$ cat config.mk
export PLATFORM = sky130hd
export DESIGN_NAME = alu_core
export DESIGN_NICKNAME = d
export VERILOG_FILES = /design/src/rtl/alu_pkg.sv /design/src/rtl/alu_datapath.sv /design/src/rtl/alu_core.sv
export SDC_FILE = /design/constraint.sdc
export NUM_CORES = 1
export LEC_CHECK = 0
export CAP_MARGIN = 40
export CELL_PAD_IN_SITES_DETAIL_PLACEMENT = 0
export CELL_PAD_IN_SITES_GLOBAL_PLACEMENT = 1
export CORE_MARGIN = 2
export CORE_UTILIZATION = 37
export CTS_CLUSTER_SIZE = 20
export DETAILED_ROUTE_END_ITERATION = 10
export HOLD_SLACK_MARGIN = 0.03
export PLACE_DENSITY = 0.75
export SKIP_CTS_REPAIR_TIMING = 1
export SYNTH_ARGS = -nofsm -noshare
export SYNTH_HDL_FRONTEND = slang
export SYNTH_SLANG_ARGS = --single-unit
$ cat constraint.sdc
create_clock -name clock -period 2.9 [get_ports clock]
set_input_delay 0.58 -clock clock [delete_from_list [all_inputs] [get_ports clock]]
set_output_delay 0.58 -clock clock [all_outputs]
set_load 0.01 [all_outputs]
$ cat src/rtl/alu_pkg.sv
// Shared width, opcode encoding and hold decode for the 4-bit accumulator ALU.
package alu_pkg;

   localparam int ALU_W = 4;

   typedef enum logic [3:0] {
      OP_PASSA = 4'd0,
      OP_ADD   = 4'd1,
      OP_SUB   = 4'd2,
      OP_AND   = 4'd3,
      OP_OR    = 4'd4,
      OP_XOR   = 4'd5,
      OP_NOTA  = 4'd6,
      OP_SHL   = 4'd7,
      OP_SHR   = 4'd8,
      OP_INC   = 4'd9,
      OP_DEC   = 4'd10,
      OP_PASSB = 4'd11,
      OP_HOLD  = 4'd12
   } alu_op_e;

   // Codes 12..15 all freeze the result register.
   function automatic logic is_hold(input logic [3:0] sel);
      return sel >= OP_HOLD;
   endfunction

endpackage

$ cat src/rtl/alu_datapath.sv
// Combinational function unit: selected result plus next carry/borrow.
module alu_datapath
   import alu_pkg::*;
(
   input  logic [ALU_W-1:0] a,
   input  logic [ALU_W-1:0] b,
   input  logic [3:0]       op,
   output logic [ALU_W-1:0] result,
   output logic             carry_next
);

   // One extra bit on each arithmetic path captures carry-out or borrow.
   logic [ALU_W:0] sum_wide;
   logic [ALU_W:0] diff_wide;
   logic [ALU_W:0] inc_wide;
   logic [ALU_W:0] dec_wide;

   assign sum_wide  = {1'b0, a} + {1'b0, b};
   assign diff_wide = {1'b0, a} - {1'b0, b};
   assign inc_wide  = {1'b0, a} + (ALU_W+1)'(1);
   assign dec_wide  = {1'b0, a} - (ALU_W+1)'(1);

   always_comb begin
      result     = '0;
      carry_next = 1'b0;
      case (alu_op_e'(op))
         OP_PASSA: result = a;
         OP_ADD: begin
            result     = sum_wide[ALU_W-1:0];
            carry_next = sum_wide[ALU_W];
         end
         OP_SUB: begin
            result     = diff_wide[ALU_W-1:0];
            carry_next = diff_wide[ALU_W];
         end
         OP_AND:   result = a & b;
         OP_OR:    result = a | b;
         OP_XOR:   result = a ^ b;
         OP_NOTA:  result = ~a;
         OP_SHL: begin
            result     = {a[ALU_W-2:0], 1'b0};
            carry_next = a[ALU_W-1];
         end
         OP_SHR: begin
            result     = {1'b0, a[ALU_W-1:1]};
            carry_next = a[0];
         end
         OP_INC: begin
            result     = inc_wide[ALU_W-1:0];
            carry_next = inc_wide[ALU_W];
         end
         OP_DEC: begin
            result     = dec_wide[ALU_W-1:0];
            carry_next = dec_wide[ALU_W];
         end
         OP_PASSB: result = b;
         default: begin
            result     = '0;
            carry_next = 1'b0;
         end
      endcase
   end

endmodule

$ cat src/rtl/alu_core.sv
// Registered 4-bit ALU, one-cycle latency. Define ALU_FLAGS_EN to add the
// registered carry and zero flags.
module alu_core
   import alu_pkg::*;
(
   input  logic             clock,
   input  logic             reset_n,
   input  logic [ALU_W-1:0] a,
   input  logic [ALU_W-1:0] b,
   input  logic [3:0]       sel,
   output logic [ALU_W-1:0] out
`ifdef ALU_FLAGS_EN
   ,
   output logic             carry,
   output logic             zero
`endif
);

   logic [ALU_W-1:0] out_next;
   logic [ALU_W-1:0] out_reg;
   logic             hold;

   assign hold = is_hold(sel);

`ifdef ALU_FLAGS_EN
   logic carry_next;
   logic carry_reg;
   logic zero_reg;

   alu_datapath u_datapath (
      .a          (a),
      .b          (b),
      .op         (sel),
      .result     (out_next),
      .carry_next (carry_next)
   );

   always_ff @(posedge clock) begin
      if (!reset_n) begin
         out_reg   <= '0;
         carry_reg <= 1'b0;
         zero_reg  <= 1'b1;
      end else if (!hold) begin
         out_reg   <= out_next;
         carry_reg <= carry_next;
         zero_reg  <= (out_next == '0);
      end
   end

   assign carry = carry_reg;
   assign zero  = zero_reg;
`else
   // Carry is still produced by the shared datapath but has no consumer here.
   logic unused_carry;

   alu_datapath u_datapath (
      .a          (a),
      .b          (b),
      .op         (sel),
      .result     (out_next),
      .carry_next (unused_carry)
   );

   always_ff @(posedge clock) begin
      if (!reset_n) begin
         out_reg <= '0;
      end else if (!hold) begin
         out_reg <= out_next;
      end
   end
`endif

   assign out = out_reg;

endmodule

==> run metrics, run 1 <==
status finished clean; critical-path cell list clkdlybuf4s50_1 -> buf_4 -> buf_4 -> xor2_2 -> nand2_1 -> nand2_1 -> ha_1 -> fa_2 -> xnor2_1 -> nand2_1 -> a31o_2 -> a21oi_1 -> o21a_1; first-pass GRT wire length between 4000 and 5000 um; Iteration-0 DRC Markers 31; clk root buf clkbuf_4; DRT Pass-1 Iters 4; Routed wire per std cell about 13 um; final hold slack around 540 ps; All-Layer GR Usage 19.45%; layout cell share with drive strength beyond 1 between 20 and 30%; latest clock arrival within the worst-skew pair 230 ps; cell area after layout 1335 um^2; Cell Pwr Density 259.7 nW/um^2; Post-Syn Area 900.9 um^2; GR peak layer met2; Mapped Avg Cell Area 7.507 um^2; Synth async-reset ratio 0%; met2 Usage GRT between 30 and 40%; clk slew on worst S/H paths roughly 40 ps; dominant cells by area after synthesis ha_1, dfxtp_1, inv_1; critical path fanouts, max 4; normalized max-slew margin 76.27%; Die ar. 2846 um^2; most common cell after layout, fill and taps aside buf_4; WL final about 2400 um; Routed Antenna Nets 0; Sum Neg Setup Slack 0 ps; Worst VDD drop 0.1839 mV; EDFF count, synth 0; Initial Utilization 39.96%; H-Tree Depth 1; # clock sinks 4; Post-layout nets 189; Largest stage delay, worst path 420 ps; number of diodes 0; DP HPWL 1997 um; Final Critical Period 2740 ps; Placer Congestion 0.8970; vias per cell approximately 5.3; count of pins over their slew limit 0; largest net degree at the start of global routing 22; Rows 17; CTS tree done; Worst path slowest cell clkdlybuf4s50_1; Hold Path Class flip-flop to flip-flop; Vias 1001; post-synthesis net count 147; Max Cap Viol 0; final hold violations 0; vias in the first global route 960; Most used DFF post-synth dfxtp_1; global route overflow 0; Tcrit/Tclk final a little over nine tenths; Clock Skew 0 ps; met1 Usage GRT 25.89%; met3 usage roughly 1.7%; WP data arrival between 2000 and 3000 ps; cell count after synthesis 120; warnings from Yosys 0; most used cell, CP nand2_1; Seq/Total Area, Yosys ~9%; placed inst area 1272 um^2; Startpoint Class primary input; Slew @ Worst Pin around 350 ps; LEAKAGE approximately 0.6 nW; Die X approximately 53 um; Area Growth Syn to Fin 48.19%; endpoints failing setup 0; RSZ-0062 raised after global routing no; Residual DRC 0; distinct cell type count after synthesis 41; commonest non-fill, non-tap cells in the layout buf_4, clkdlybuf4s50_1, inv_1, nand2_1; Bufs on Longest Clock Path 2; critical path type primary input to flip-flop; Fmax 0.3650 GHz; CP required about 3100 ps; num ports 18; Yosys reg bits 4; Core Area 2255 um^2; largest area contributor in the netlist ha_1; initial antenna violation count 0; Port-buffer cells 17; post-synth top area share 16.67%; Worst Setup End Kind flip-flop; max FFs per register 4; Chip Height 53.35 um; total CTS buffers 3
## critical path, delay by kind of cell
kind	cells	cell delay [ps]
AND/OR/NAND/NOR	3	220
AO/OA/AOI/OAI	3	510
XOR/XNOR	2	330
buffers and inverters	3	710
adder cells (fa/ha/maj)	2	560
## cells in the mapped netlist, types with 2 or more instances
cell,instances
a21oi_1,6
a31oi_1,2
and3_1,2
buf_2,2
buf_4,2
clkbuf_1,3
dfxtp_1,4
ha_1,12
inv_1,12
mux2i_1,2
mux4_2,2
nand2_1,11
nand2b_1,2
nand3_1,3
nand3b_1,2
nor2_1,10
nor2b_1,2
nor3_1,2
nor4_1,3
o21a_1,4
o21ai_0,5
o31a_1,2
o31ai_1,3
xnor2_1,5
## path summary, 6_finish.rpt
| path | depth (start not counted) | from | to | slack (ps) |
|---|---|---|---|---|
| max | 13 | sel[0] | out[2]$_SDFFE_PN0N_ | 160 |
| min | 1 | out[0]$_SDFFE_PN0N_ | out[0]$_SDFFE_PN0N_ | 540 |
| min reg2reg | 1 | out[0]$_SDFFE_PN0N_ | out[0]$_SDFFE_PN0N_ | 540 |
| max reg2reg | 4 | out[3]$_SDFFE_PN0N_ | out[3]$_SDFFE_PN0N_ | 1970 |
## through the flow
stage	total power [mW]	worst slack, ps	utilization (%)	instances
2_1_floorplan	0.1785	180.7	-	120
3_3_place_gp	0.2708	-163.2	56.44	185
3_5_place_dp	0.2742	-171.1	56.44	185
4_1_cts	0.3429	68.26	57.44	188
5_1_grt	0.3785	24.48	59.21	188
6_report	0.3467	160.2	59.21	188
## cell type report
class	count	area, um^2
clock buffers	3	22.52
fillers	211	919.6
inverters	12	45.04
multi-input cells	95	759.5
flip-flops and latches	4	80.08
well taps	28	35.03
repair buffers	46	392.9
## cell families after synthesis
family / share of synthesized area [%]
DFF: 8.889
buffers and inverters: 10.69
xor gates and xnor gates: 6.667
AOI/OAI and AO/OA: 23.89
adders and majority gates: 18.89
and+or+nand+nor: 23.75
muxes: 7.222
## per-layer routing
layer	vias up	part of all wire, %
li1	516	-
met1	466	47
met2	19	50
met3	0	2.7
met4	0	0
met5	-	0
## where the power goes
group	switching, mW	total, mW	internal (mW)
Sequential	0.00317	0.0648	0.0617
Combinational	0.0968	0.216	0.119
Clock	0.0200	0.0662	0.0461
No activity file was read; power rests on OpenSTA's default activity.
==> inputs of run 2 (changes only) <==
PLACE_DENSITY = not set   (was 0.75)
PLACE_DENSITY_LB_ADDON = 0.1   (was not set)
==> run 2 against run 1 <==
Utilization decreased by 2.6 points; design area decreased by 4.3%; setup slack got worse by 13 ps; clock power increased by 6.8%; die area unchanged; fmax decreased by 0.46%; non-clock buffer count decreased by 3; sequential cell count unchanged; register-to-register slack about the same; critical path type unchanged; largest cell class unchanged; largest power group unchanged.
==> run metrics, run 2 (synthesis results as in run 1) <==
Hold Path Class flip-flop to flip-flop; Final WS setup 147.5 ps (-12.75 ps); Post-layout nets 186 (-1.6%); Routed Antenna Nets 0 (unchanged); CP bufs+invs 2 (-1); pre-CTS setup slack -140.9 ps (+30.17 ps); Routed wire per std cell 13.29 um (+3.3%); commonest non-fill, non-tap cells in the layout buf_4, clkdlybuf4s50_1, inv_1, ha_1, nand2_1; final hold violations 0 (unchanged); largest net degree at the start of global routing 20 (-9.1%); Vias 996 (-0.50%); vias in the first global route 967 (+0.73%); Iteration-0 DRC Markers 10 (-68%); fin util 56.66% (-2.6 points); Register-to-Register Path Depth 4 (unchanged); Largest stage delay, worst path 480 ps (+60 ps); Worst path slowest cell clkdlybuf4s50_1; vias per cell 5.384 (+1.1%); Startpoint Class primary input; Tcrit/Tclk final 94.91% (+0.44 points); Sum Neg Setup Slack 0 ps (unchanged); layout cell share with drive strength beyond 1 22.93% (-3.9 points); endpoints failing setup 0 (unchanged); Flop pwr share 19.3% (+0.6 points); most common cell after layout, fill and taps aside buf_4; CP required 3080 ps (about the same); RSZ-0062 raised after global routing no; num ports 18 (unchanged); reg2reg end out[3]$_SDFFE_PN0N_; max FFs per register 4 (unchanged); Sw Pwr 120.9 uW (+0.72%); Rows 17 (unchanged); LEAKAGE 0.5793 nW (-5.3%); status finished clean; Area Growth Syn to Fin 41.81%; global route overflow 0 (unchanged); WL final 2459 um (+1.6%); DRT Pass-1 Iters 4 (unchanged); count of pins over their slew limit 0 (unchanged); Bufs on Longest Clock Path 2 (unchanged); Chip Height 53.35 um (unchanged); latest clock arrival within the worst-skew pair 230 ps (about the same); clk root buf clkbuf_4; power share of the clock group 21.1% (+2.0 points); Worst Setup End Kind flip-flop; internal power 214.7 uW (-5.3%); # clock sinks 4 (unchanged); Slew @ Worst Pin 372.2 ps (+19.49 ps); first-pass GRT wire length 4188 um (+2.0%); DP HPWL 2070 um (+3.7%); CTS tree done; Placer Congestion 0.9049 (+0.88%); critical-path cell list clkdlybuf4s50_1 -> inv_1 -> ha_1 -> o21ai_1 -> nand3_2 -> fa_1 -> xnor2_1 -> nand2_1 -> a31o_2 -> a21oi_1 -> o21a_1; Max Cap Viol 0 (unchanged); Fmax 0.3633 GHz (-0.46%); Clock Skew 0 ps (unchanged); Core Area 2255 um^2 (unchanged); hold path depth 1 (unchanged); Die ar. 2846 um^2 (unchanged); Comb power frac 59.6% (-2.6 points); Port-buffer cells 17 (unchanged); normalized max-slew margin 74.96% (-1.3 points); clk slew on worst S/H paths 40 ps (about the same); H-Tree Depth 1 (unchanged); Worst VDD drop 0.2118 mV (+15%); final hold slack 538.3 ps (-0.3920 ps); Residual DRC 0 (unchanged); switching share of power 36.03% (+1.4 points); Initial Utilization 39.96% (unchanged); reg-to-reg setup timing slack 1980 ps (about the same); WP data arrival 2930 ps (+20 ps); CP delay by family, top compound AO/OA/AOI/OAI gates; R2R Path Start out[3]$_SDFFE_PN0N_; Cell Pwr Density 262.7 nW/um^2 (+1.2%); total CTS buffers 3 (unchanged); total power 335.6 uW (-3.2%); Die X 53.35 um (unchanged); critical path type primary input to flip-flop; critical path fanouts, max 2 (-2); Final Critical Period 2753 ps (+12.75 ps); All-Layer GR Usage 20.04% (+0.59 points); number of diodes 0 (unchanged); initial antenna violation count 0 (unchanged); hold_sp out[0]$_SDFFE_PN0N_; Hold Path End out[0]$_SDFFE_PN0N_
## run 2: cell count changes in the layout (fill, tap and decap cells not counted), moves of 2 or more
cell,before,now
buf_4,29,26
clkdlybuf4s50_1,15,17
dlymetal6s2s_1,2,0
ha_1,10,12
ha_4,2,0
## run 2: stage by stage
step                cells  area (um^2)
floorplan             120        900.9
finish                185         1277
global placement      182         1250
detailed placement    182         1250
global route          185         1277
CTS                   185         1272
## run 2: layer usage
layer | wire length, um | global-route usage [%] | vias to the layer above
met5 | 0 | 0 | -
met1 | 1209 | 26.57 | 463
met3 | 82 | 2.542 | 0
met2 | 1167 | 34.77 | 23
met4 | 0 | 2.991 | 0
li1 | - | - | 510
## run 2: layout make-up
cell class                 count  area [um^2]
fill                         222        977.2
multi-input combinational     95        729.5
timing repair buffer          43        365.4
sequential                     4        80.08
inverter                      12        45.04
tap                           28        35.03
clock buffer                   3        22.52
## run 2: how the worst max path moves through the flow
stage / start / endpoint / slack (ps) / cells past startpoint
6_report: b[0] / out[2]$_SDFFE_PN0N_ / 150 / 11
5_1_grt: sel[1] / out[3]$_SDFFE_PN0N_ / 2 / 11
4_1_cts: b[0] / out[2]$_SDFFE_PN0N_ / 100 / 11
3_5_place_dp: b[0] / out[2]$_SDFFE_PN0N_ / -140 / 11
3_3_place_gp: b[0] / out[2]$_SDFFE_PN0N_ / -120 / 11
2_1_floorplan: sel[2] / out[3]$_SDFFE_PN0N_ / 180 / 11
## run 2: power by group through the flow
stage	sequential, mW	combinational [mW]	clock (mW)
after global placement	0.0653	0.198	0
final	0.0648	0.200	0.0707
after detailed placement	0.0655	0.198	0
after CTS	0.0648	0.199	0.0724
after floorplan	0.0683	0.110	0
after global routing	0.0656	0.223	0.0759
